**src/rtl/gcd_pkg.sv**
```systemverilog
// Shared constants for the GCD host sequencer: state codes, default sizing
// and the state-to-busy decode.
package gcd_pkg;

    localparam int unsigned DEF_WIDTH       = 4;
    localparam int unsigned DEF_TIMEOUT_CYC = 64;

    localparam logic [2:0] ST_IDLE  = 3'd0;
    localparam logic [2:0] ST_GOT_X = 3'd1;
    localparam logic [2:0] ST_CHECK = 3'd2;
    localparam logic [2:0] ST_START = 3'd3;
    localparam logic [2:0] ST_WAIT  = 3'd4;
    localparam logic [2:0] ST_HOLD  = 3'd5;

    // Bit n is the busy level for state code n; unused codes 6 and 7 read as idle.
    localparam logic [7:0] BUSY_MAP = 8'b0011_1110;

    function automatic logic state_busy(input logic [2:0] st);
        return BUSY_MAP[st];
    endfunction

endpackage

```
**src/rtl/gcd_host_seq_if.sv**
```systemverilog
// Host- and core-facing signal bundle of the GCD host sequencer.
// master = host/core side, slave = the sequencer itself.
interface gcd_host_seq_if
    import gcd_pkg::*;
#(
    parameter int unsigned WIDTH = DEF_WIDTH
) ();

    logic [WIDTH-1:0] data_i;
    logic             load_i;
    logic             ack_i;
    logic             done_i;
    logic [WIDTH-1:0] result_i;
    logic [WIDTH-1:0] x_o;
    logic [WIDTH-1:0] y_o;
    logic             start_o;
    logic [WIDTH-1:0] result_o;
    logic             valid_o;
    logic             busy_o;
    logic             err_o;

    modport master (
        output data_i, load_i, ack_i, done_i, result_i,
        input  x_o, y_o, start_o, result_o, valid_o, busy_o, err_o
    );

    modport slave (
        input  data_i, load_i, ack_i, done_i, result_i,
        output x_o, y_o, start_o, result_o, valid_o, busy_o, err_o
    );

endinterface

```
**src/rtl/gcd_host_wdog.sv**
```systemverilog
// WAIT-state watchdog for the GCD host sequencer; expired_o flags the
// LIMIT-th consecutive enabled cycle after a clear.
module gcd_host_wdog
    import gcd_pkg::*;
#(
    parameter  int unsigned LIMIT = DEF_TIMEOUT_CYC,
    localparam int unsigned CW    = $clog2(LIMIT + 1)
) (
    input  logic clk_i,
    input  logic rst_ni,
    input  logic clear_i,
    input  logic en_i,
    output logic expired_o
);

    logic [CW-1:0] cnt_q;

    always_ff @(posedge clk_i or negedge rst_ni) begin
        if (!rst_ni) begin
            cnt_q <= '0;
        end else if (clear_i) begin
            cnt_q <= '0;
        end else if (en_i && !expired_o) begin
            cnt_q <= cnt_q + CW'(1);
        end
    end

    // The count holds cycles already spent, so the limit cycle sees LIMIT-1.
    assign expired_o = en_i && (cnt_q == CW'(LIMIT - 1));

endmodule

```
**src/rtl/gcd_host_seq.sv**
```systemverilog
// Host-side sequencer: collects X/Y, starts the GCD core, returns the result
// over valid/ack. Define GCD_HOST_TIMEOUT_EN to add the WAIT-state watchdog.
module gcd_host_seq
    import gcd_pkg::*;
#(
    parameter int unsigned WIDTH = DEF_WIDTH
`ifdef GCD_HOST_TIMEOUT_EN
    ,
    parameter int unsigned TIMEOUT_CYC = DEF_TIMEOUT_CYC
`endif
) (
    input logic           clk_i,
    input logic           rst_ni,
    gcd_host_seq_if.slave bus
);

    logic [2:0]       state_q;
    logic [WIDTH-1:0] x_q;
    logic [WIDTH-1:0] y_q;
    logic [WIDTH-1:0] result_q;
    logic             timeout;
    logic             err_q;

`ifdef GCD_HOST_TIMEOUT_EN
    gcd_host_wdog #(
        .LIMIT (TIMEOUT_CYC)
    ) u_wdog (
        .clk_i     (clk_i),
        .rst_ni    (rst_ni),
        .clear_i   (state_q == ST_START),
        .en_i      (state_q == ST_WAIT),
        .expired_o (timeout)
    );

    // A done pulse on the limit cycle wins, so err only sets without one.
    always_ff @(posedge clk_i or negedge rst_ni) begin
        if (!rst_ni) begin
            err_q <= 1'b0;
        end else if (state_q == ST_START) begin
            err_q <= 1'b0;
        end else if (state_q == ST_WAIT && !bus.done_i && timeout) begin
            err_q <= 1'b1;
        end
    end
`else
    assign timeout = 1'b0;
    assign err_q   = 1'b0;
`endif

    // NOTE: all state below is updated with <= so every branch sees the
    // pre-edge values of x_q/y_q, e.g. the zero test in CHECK.
    always_ff @(posedge clk_i or negedge rst_ni) begin
        if (!rst_ni) begin
            state_q  <= ST_IDLE;
            x_q      <= '0;
            y_q      <= '0;
            result_q <= '0;
        end else begin
            case (state_q)
                ST_IDLE: begin
                    if (bus.load_i) begin
                        x_q     <= bus.data_i;
                        state_q <= ST_GOT_X;
                    end
                end
                ST_GOT_X: begin
                    if (bus.load_i) begin
                        y_q     <= bus.data_i;
                        state_q <= ST_CHECK;
                    end
                end
                ST_CHECK: begin
                    // A zero operand would hang the core; answer locally instead.
                    if (x_q == '0 || y_q == '0) begin
                        result_q <= x_q | y_q;
                        state_q  <= ST_HOLD;
                    end else begin
                        state_q  <= ST_START;
                    end
                end
                ST_START: state_q <= ST_WAIT;
                ST_WAIT: begin
                    if (bus.done_i) begin
                        result_q <= bus.result_i;
                        state_q  <= ST_HOLD;
                    end else if (timeout) begin
                        result_q <= '0;
                        state_q  <= ST_HOLD;
                    end
                end
                ST_HOLD: begin
                    if (bus.ack_i) begin
                        state_q <= ST_IDLE;
                    end
                end
                default: state_q <= ST_IDLE;
            endcase
        end
    end

    assign bus.x_o      = x_q;
    assign bus.y_o      = y_q;
    assign bus.result_o = result_q;
    assign bus.start_o  = (state_q == ST_START);
    assign bus.valid_o  = (state_q == ST_HOLD);
    assign bus.busy_o   = state_busy(state_q);
    assign bus.err_o    = err_q;

endmodule

```
**src/flat_wrapper.sv**
```systemverilog
// flat-port wrapper written by rule: the top's interface ports become plain ports
module gcd_host_seq_flat import gcd_pkg::*;
#(
    parameter int unsigned WIDTH = DEF_WIDTH

)
  (clk_i, rst_ni, bus_data_i, bus_load_i, bus_ack_i, bus_done_i, bus_result_i, bus_x_o, bus_y_o, bus_start_o, bus_result_o, bus_valid_o, bus_busy_o, bus_err_o);
  gcd_host_seq_if #(.WIDTH(WIDTH)) bus_i ();
  input logic clk_i;
  input logic rst_ni;
  input wire logic [$bits(bus_i.data_i)-1:0] bus_data_i;
  input wire logic [$bits(bus_i.load_i)-1:0] bus_load_i;
  input wire logic [$bits(bus_i.ack_i)-1:0] bus_ack_i;
  input wire logic [$bits(bus_i.done_i)-1:0] bus_done_i;
  input wire logic [$bits(bus_i.result_i)-1:0] bus_result_i;
  output wire logic [$bits(bus_i.x_o)-1:0] bus_x_o;
  output wire logic [$bits(bus_i.y_o)-1:0] bus_y_o;
  output wire logic [$bits(bus_i.start_o)-1:0] bus_start_o;
  output wire logic [$bits(bus_i.result_o)-1:0] bus_result_o;
  output wire logic [$bits(bus_i.valid_o)-1:0] bus_valid_o;
  output wire logic [$bits(bus_i.busy_o)-1:0] bus_busy_o;
  output wire logic [$bits(bus_i.err_o)-1:0] bus_err_o;
  assign bus_i.data_i = bus_data_i;
  assign bus_i.load_i = bus_load_i;
  assign bus_i.ack_i = bus_ack_i;
  assign bus_i.done_i = bus_done_i;
  assign bus_i.result_i = bus_result_i;
  assign bus_x_o = bus_i.x_o;
  assign bus_y_o = bus_i.y_o;
  assign bus_start_o = bus_i.start_o;
  assign bus_result_o = bus_i.result_o;
  assign bus_valid_o = bus_i.valid_o;
  assign bus_busy_o = bus_i.busy_o;
  assign bus_err_o = bus_i.err_o;
  gcd_host_seq #(.WIDTH(WIDTH)) u_core (.clk_i(clk_i), .rst_ni(rst_ni), .bus(bus_i));
endmodule
```
**config.mk**
```make
export PLATFORM = sky130hd
export DESIGN_NAME = gcd_host_seq_flat
export DESIGN_NICKNAME = d
export VERILOG_FILES = /design/src/rtl/gcd_pkg.sv /design/src/rtl/gcd_host_seq_if.sv /design/src/rtl/gcd_host_wdog.sv /design/src/rtl/gcd_host_seq.sv /design/src/flat_wrapper.sv
export SDC_FILE = /design/constraint.sdc
export NUM_CORES = 1
export LEC_CHECK = 0
export CAP_MARGIN = 15
export CORE_MARGIN = 2
export CORE_UTILIZATION = 40
export CTS_BUF_LIST = sky130_fd_sc_hd__clkbuf_8 sky130_fd_sc_hd__clkbuf_16
export DETAILED_ROUTE_END_ITERATION = 7
export PLACE_DENSITY = 0.73
export SLEW_MARGIN = 20
export SYNTH_ARGS = -nofsm -noshare
export SYNTH_HDL_FRONTEND = slang
export SYNTH_SLANG_ARGS = --single-unit
```
**constraint.sdc**
```tcl
create_clock -name clk_i -period 2.09 [get_ports clk_i]
set_clock_uncertainty 0.1 [all_clocks]
set_input_delay 0.3135 -clock clk_i [delete_from_list [all_inputs] [get_ports clk_i]]
set_output_delay 0.3135 -clock clk_i [all_outputs]
set_load 0.03 [all_outputs]
```
**After elaboration in Yosys (flattened, before gate mapping)**

Memory sizes are Yosys's and may differ from the RTL's.
Index checks and enable logic that the tools add are counted.

- Bits in read-only memories: 8
- Memories kept: 1
- Bits in registers: 15
- Word-level logic and storage cells: 36
- Output and inout port bits: 16
- Bits of input ports: 13

Memories:

| memory | depth | width | rd ports | clocked after Yosys merged registers in | wr ports | RTL line | RTL |
|---|---|---|---|---|---|---|---|
| (no name shown) | 8 | 1 | 1 | 0 | 0 | gcd_pkg.sv:19 | `return BUSY_MAP[st];` |

- Bitwise operators: 1
- Reduce and logical (&&, ||, !) cells: 9
- Multiplexer cells: 10
- $lt $le $gt $ge: 1
- Equal/unequal tests: 10

Operator list:

| cell | number |
|---|---|
| 3-bit one-hot mux with 6 select lines | 1 |
| 3-bit 2-to-1 mux | 5 |
| 4-bit logical NOT | 2 |
| 4-bit 2-to-1 mux | 2 |
| 2-bit != test (second input constant) | 4 |
| 4-bit one-hot mux with 2 select lines | 1 |
| 3-bit by 2-bit equality test with 1-bit output (second input constant) | 2 |
| 3-bit equality test (second input constant) | 2 |
| 3-bit by 4-bit less-than comparator with 1-bit output (second input constant) | 1 |
| 4-bit bitwise OR | 1 |
| 2-bit AND reduction | 2 |
| 4-bit AND reduction | 1 |
| 3-bit by 1-bit equality test with 1-bit output (second input constant) | 1 |
| 3-bit logical NOT | 1 |
| 3-bit AND reduction | 1 |
| 2-bit by 1-bit != test with 1-bit output (second input constant) | 1 |
| 2-bit nonzero test | 1 |
| 1-bit logical OR | 1 |
| 1-bit 2-to-1 mux | 1 |

**Logic depth before layout (Yosys ltp)**

Gate-level depths: netlist of the first run.

- Depth in word-level cells: 4
- Gate-level depth with buffers: 4

**Worst setup path before layout of the first run**

OpenSTA, ideal clock, no wires.

- Path type: reg2reg
- From: reg u_core.y_q[1], in the netlist u_core.bus.y_o[1]
- To: reg u_core.result_q[0], in the netlist u_core.bus.result_o[0]
- Path buffers: 0
- Cell stages (with the launch flop): 5
- Path slack: 198 ps
- Clock period less this slack: 1892 ps
- Arrival: 1667 ps
- Data required time: 1865 ps
- Cells stage by stage: dfrtp_1 > or4_4 > o41ai_2 > a31o_4 > mux2_4

- Longest elaborated chain between the ends: 4

Ends and longest elaborated chain:

| item | RTL line | RTL |
|---|---|---|
| start, declared | gcd_host_seq.sv:19 | `logic [WIDTH-1:0] y_q;` |
| start signal, assigned | gcd_host_seq.sv:68 | `y_q <= bus.data_i;` |
| 4-bit logical NOT | gcd_host_seq.sv:74 | `if (x_q == '0 \|\| y_q == '0) begin` |
| 1-bit logical OR | gcd_host_seq.sv:74 |  |
| 2-bit by 1-bit != test with 1-bit output (no source line) | -- |  |
| 3-bit AND reduction (no source line) | -- |  |
| end signal, assigned | gcd_host_seq.sv:75 | `result_q <= x_q \| y_q;` |
| end signal, assigned | gcd_host_seq.sv:84 | `result_q <= bus.result_i;` |
| end, declared | gcd_host_seq.sv:20 | `logic [WIDTH-1:0] result_q;` |

Every way passes these cells.
A chain may end at the register's enable or synchronous reset.

**Final worst setup path of the first run**

- From: reg u_core.state_q[2]
- To: out bus_start_o

- Longest elaborated chain between the ends: 1

Ends and longest elaborated chain:

| item | RTL line | RTL |
|---|---|---|
| start, declared | gcd_host_seq.sv:17 | `logic [2:0] state_q;` |
| start signal, assigned | gcd_host_seq.sv:54 | `state_q <= ST_IDLE;` |
| start signal, assigned | gcd_host_seq.sv:63 | `state_q <= ST_GOT_X;` |
| start signal, assigned | gcd_host_seq.sv:69 | `state_q <= ST_CHECK;` |
| 3-bit by 2-bit equality test with 1-bit output | gcd_host_seq.sv:104 | `assign bus.start_o = (state_q == ST_START);` |
| end, declared | flat_wrapper.sv:18 | `output wire logic [$bits(bus_i.start_o)-1:0] bus_start_o;` |

Every way passes these cells.

==> results of run 1 <==
## sequential cells by signal, summed over array words and instances, names as in the netlist
register	flops
u_core.bus.result_o	4
u_core.bus.x_o	4
u_core.bus.y_o	4
u_core.state_q	3
## layout make-up
| type | instances | share of cell area [%] |
|---|---|---|
| clock inverters | 1 | 0.329 |
| multi-input cells | 52 | 35.0 |
| flip-flops and latches | 15 | 33.0 |
| clock buffers | 3 | 3.62 |
| well taps | 27 | 2.96 |
| repair buffers | 29 | 25.0 |
## worst max-delay path: cells and delay by family, from the launching register on
family | cells | cell delay [ns]
flops | 1 | 0.48
buf+inv | 1 | 0.66
simple gates | 1 | 0.23
## cell families (layout without fill, tap and decap cells)
group	count (synthesis)	count (layout)	share of synthesized area (%)
AND/OR/NAND/NOR	26	26	19.5
buffers and inverters	4	33	2.52
other	1	1	0.472
flip-flops	15	15	47.2
multiplexers	12	12	18.9
AO/OA/AOI/OAI	13	13	11.3
## power breakdown
part	internal, mW	switching, mW
Sequential	0.441	0.157
Clock	0.130	0.0954
Combinational	0.552	0.578
Total	1.12	0.831
## stage by stage
stage / cell area, sq um / power (mW)
after global placement: 1090 / 1.71
final: 1140 / 1.95
after global routing: 1140 / 2.07
after floorplan: 795 / 1.30
after CTS: 1140 / 1.97
after detailed placement: 1090 / 1.74
## worst paths after layout
kind	depth (start not counted)	start	to	slack [ns]
min in group clk_i	1	u_core.bus.result_o[1]	u_core.bus.result_o[1]	0.43
max	2	u_core.state_q[2]	bus_start_o	0.06
max in group asynchronous	1	rst_ni	u_core.state_q[2]	1.05
min reg2reg	1	u_core.bus.result_o[1]	u_core.bus.result_o[1]	0.43
min	1	rst_ni	u_core.bus.result_o[1]	0.37
max reg2reg	4	u_core.bus.y_o[0]	u_core.bus.result_o[0]	0.29
## cells in the final DEF, fill, tap and decap left out
| cell | Yosys | final |
|---|---|---|
| mux2_2 | 8 | 8 |
| clkdlybuf4s50_1 | 0 | 27 |
| o41ai_2 | 1 | 1 |
| or4_4 | 1 | 1 |
| nand2b_1 | 1 | 1 |
| dfrtp_1 | 15 | 14 |
| conb_1 | 1 | 1 |
| a31oi_1 | 1 | 1 |
| clkbuf_8 | 0 | 3 |
| nor2_1 | 6 | 6 |
| a31o_4 | 1 | 1 |
| nor3_1 | 2 | 2 |
| dfrtp_2 | 0 | 1 |
| buf_4 | 1 | 2 |
| o21ai_0 | 8 | 8 |
| and3b_1 | 2 | 2 |
| inv_1 | 0 | 1 |
| nand2_1 | 8 | 8 |
| nor3b_2 | 1 | 1 |
| or3b_1 | 1 | 1 |
| a21oi_1 | 2 | 2 |
| mux2_4 | 4 | 4 |
| nor3_2 | 1 | 1 |
| and4bb_2 | 1 | 1 |
| nor2b_1 | 1 | 1 |
| nand3b_1 | 1 | 1 |
## routing by layer
metal	wire [um]	track usage (%)	share of wire, %
met1	733	19.0	44
met2	870	25.2	52
met3	52	4.94	3.1
met4	15	5.71	0.90
met5	0	0	0
==> impl_metrics.toml, run 1 <==
[run_status]
run_status = "finished, final reports clean"

[route]
route.final.wire_length_um = 1670
drt_pass1_iterations = 4
detailedRoute.firstIterationViolations = 9
detail_route.wl_per_cell_um = 13.2
route.detailed.drc = 0
drt_antenna_net_count = 0
routed-via-count = 604
drt-vias-per-instance = 4.76

[timing]
layout_worst_path_cycle_share_pct = 97.0
setup-tns-final_ns = 0
final_hold_viols = 0
hold-worst-slack_ns = 0.367
unrepaired_setup_endpoints_after_global_routing = "false"
maxSlewViolCount = 0
final.setup.worst_slack_ns = 0.0635
timing.fmax_mhz = 493
timing.final.crit_period_ns = 2.03
relSlewSlack_pct = 55.7
worst_slew_pin_slew_ns = 0.662
setup-violations-final = 0

[layout]
fillers = 170
layout-area-overhead-vs-synth_pct = 43.5
fin_nets = 114
fin_cells = 127
post_route_cells_drive_above_1_share_pct = 24.0
diodes = 0
multi_input_area_sq_um = 399
seqCellArea_sq_um = 377
final_core_utilization_pct = 59.3

[clock_network]
holdBufCountCts = 0
cts.reportedPaths.clkPinSlew_ns = 0.06
clock_insertion_delay_worst_skew_ns = 0.25
numCtsBuffers = 3
clkSinkCount = 15
post-cts-setup-buffers = 0
clock_tree.root_cell = "clkbuf_8"
post_cts_resized = 0
cts_tree = "built"
max-clock-path-buffers = 2
cts.htree.levels = 1

[die]
boundaryPins = 29
die_height_um = 48.6
die_w_um = 48.6
floorplan.core_area_sq_um = 1920
die_area_sq_um = 2360
num_rows = 16
start_util_pct = 41.3

[worst_setup_path]
timing.critical_path.to_type = "primary output"
type_of_element_launching_the_critical_path = "register"
critical_path.cell_chain = "and3b_1 > clkdlybuf4s50_1"
crit_fanout = 13
crit_required_ns = 1.68
critical-path-max-stage-delay_ns = 0.66
timing.critical_path.slowest_stage_cell = "clkdlybuf4s50_1"
timing.setup.critical_path_class = "register to primary output"
worst-endpoint-arrival_ns = 1.61

[place]
dp_hpwl_um = 1310
place_worst_setup_slack_ns = 0.268
port_buffers = 27
routabilityCongestion = 0.769
number_of_cells_after_detailed_placement = 123

[synthesis]
synth_top_cell_by_area = "dfrtp_1"
synthCells = 71
postSynthRegisterBits = 15
postSynth.asyncResetShare_pct = 100
post_synth_num_cell_types = 24
synth.top_cells.by_area = "dfrtp_1 47%, mux2_2 11%, mux2_4 7.6%"
synth_sequential_area_ratio_pct = 47.2
syn-cell-area_sq_um = 795
synth_largest_type_area_fraction_pct = 47.2
synth.yosys.warnings = 0
synth_nets = 84
synth-edff-count = 0
synthesis.area_per_instance_sq_um = 11.2
synth_top_cells_by_count = "15 x dfrtp_1, 8 x mux2_2, 8 x nand2_1, 8 x o21ai_0, 6 x nor2_1"
postSynth.topFlopCell = "dfrtp_1"
post-synth-top-count-cell = "dfrtp_1"

[global_routing]
remaining_overflow_grt = 0
largest_net_degree_at_the_start_of_global_routing = 16
first_global_vias = 564
grtUsageTotal_pct = 15.4
number_of_antenna_violations_at_the_first_check_in_global_routing = 0
grt_first_pass_wirelength_um = 2730

[pwr]
pwr_density_cell_nw_per_um2 = 1710
leakagePower_nw = 0.464
power.ir.vdd_worst_mv = 1.27

[job]
maxCapViolCount = 0

[hold_path]
timing.hold.worst.class = "primary input to asynchronous set/reset pin"
Note: power is estimated with default switching activity, not from simulation.
==> run 2, diff against run 1 <==
--- a/config.mk
+++ b/config.mk
@@ -10,7 +10,7 @@
 export CORE_UTILIZATION = 40
 export CTS_BUF_LIST = sky130_fd_sc_hd__clkbuf_8 sky130_fd_sc_hd__clkbuf_16
 export DETAILED_ROUTE_END_ITERATION = 7
-export PLACE_DENSITY = 0.73
+export PLACE_DENSITY_LB_ADDON = 0.2
 export SLEW_MARGIN = 20
 export SYNTH_ARGS = -nofsm -noshare
 export SYNTH_HDL_FRONTEND = slang
==> impl_metrics.toml, run 2 (synthesized netlist as in run 1, its figures left out) <==
[worst_setup_path]
crit_required_ns = 1.68
crit_fanout = 5
type_of_element_launching_the_critical_path = "register"
timing.critical_path.to_type = "primary output"
worst-endpoint-arrival_ns = 1.53
timing.setup.critical_path_class = "register to primary output"

[layout]
diodes = 0
mostFrequentLayoutCells = "27 x clkdlybuf4s50_1, 15 x dfrtp_1, 8 x nand2_1, 8 x o21ai_0, 8 x mux2_2"
fin_nets = 115
fin_cells = 128
layout-area-overhead-vs-synth_pct = 44.4
postLayoutCellArea_sq_um = 1150
post_route_cells_drive_above_1_share_pct = 24.8
final_core_utilization_pct = 59.7
most_frequent_standard_cell_in_the_layout_excluding_fill_and_tap_cells = "clkdlybuf4s50_1"

[timing]
maxSlewViolCount = 0
unrepaired_setup_endpoints_after_global_routing = "false"
setup-tns-final_ns = 0
setup-violations-final = 0
timing.fmax_mhz = 515
layout_worst_path_cycle_share_pct = 93.0
final_hold_viols = 0
timing.final.crit_period_ns = 1.94
relSlewSlack_pct = 56.3
final.setup.worst_slack_ns = 0.147
worst_slew_pin_slew_ns = 0.653
hold-worst-slack_ns = 0.365

[clock_network]
post_cts_resized = 0
clock_insertion_delay_worst_skew_ns = 0.25
max-clock-path-buffers = 2
numCtsBuffers = 3
holdBufCountCts = 0
cts.htree.levels = 1
cts_tree = "built"
clock_tree.root_cell = "clkbuf_8"
clkSinkCount = 15
post-cts-setup-buffers = 0
cts.reportedPaths.clkPinSlew_ns = 0.06

[place]
dp_hpwl_um = 1230
routabilityCongestion = 0.697
placement_stage_cell_area_sq_um = 1100
number_of_cells_after_detailed_placement = 124
place_worst_setup_slack_ns = 0.263
port_buffers = 27

[route]
routed-via-count = 620
drt-vias-per-instance = 4.84
detail_route.wl_per_cell_um = 12.9
route.final.wire_length_um = 1650
route.detailed.drc = 0
drt_pass1_iterations = 4
detailedRoute.firstIterationViolations = 9
drt_antenna_net_count = 0

[global_routing]
grtUsageTotal_pct = 15.3
grt_first_pass_wirelength_um = 2740
largest_net_degree_at_the_start_of_global_routing = 16
number_of_antenna_violations_at_the_first_check_in_global_routing = 0
remaining_overflow_grt = 0
first_global_vias = 592

[pwr]
leakagePower_nw = 0.469
power_mw = 1.97
pwr_density_cell_nw_per_um2 = 1710
power.ir.vdd_worst_mv = 1.01

[die]
start_util_pct = 41.3
die_w_um = 48.6
die_height_um = 48.6
boundaryPins = 29
die_area_sq_um = 2360
floorplan.core_area_sq_um = 1920
num_rows = 16

[hold_path]
timing.hold.worst.class = "primary input to asynchronous set/reset pin"

[run_status]
run_status = "finished, final reports clean"

[job]
maxCapViolCount = 0
[run 2: cell type report]
class,count,area (sq um)
Fill cell,186,774
Timing Repair Buffer,30,293
Sequential cell,15,375
Multi-Input combinational cell,52,399
Clock inverter,1,5.00
Clock buffer,3,41.3
Tap cell,27,33.8
[run 2: worst paths after layout]
check	slack, ns	start	cells past startpoint	to
worst max-delay path	0.15	u_core.state_q[1]	2	bus_valid_o
worst min-delay path	0.37	rst_ni	1	u_core.state_q[0]
worst max register to register	0.26	u_core.bus.y_o[1]	4	u_core.bus.result_o[3]
worst min register to register	0.41	u_core.bus.result_o[0]	1	u_core.bus.result_o[0]
max in group asynchronous	1.10	rst_ni	1	u_core.bus.x_o[2]
min in group clk_i	0.41	u_core.bus.result_o[0]	1	u_core.bus.result_o[0]
[run 2: routing by layer]
layer  part of all wire (%)  global-route usage (%)  wire length, um
met5                      0                       0                0
met4                   0.73                    4.29               12
met3                    6.2                    5.25              102
met2                     49                    26.2              806
met1                     44                    18.2              731
[run 2: worst max-delay path, cell delays in order, from the launching register on]
cell and delay, ns:
dfrtp_1 0.41, and3b_1 0.21, clkdlybuf4s50_1 0.66
[run 2: where the power goes]
group / leakage [nW] / total, mW / internal (mW) / switching [mW]
combinational: 0.267 / 1.15 / 0.560 / 0.587
clock: 0.0255 / 0.232 / 0.132 / 0.0998
sequential: 0.177 / 0.587 / 0.439 / 0.148
total: 0.469 / 1.97 / 1.13 / 0.835
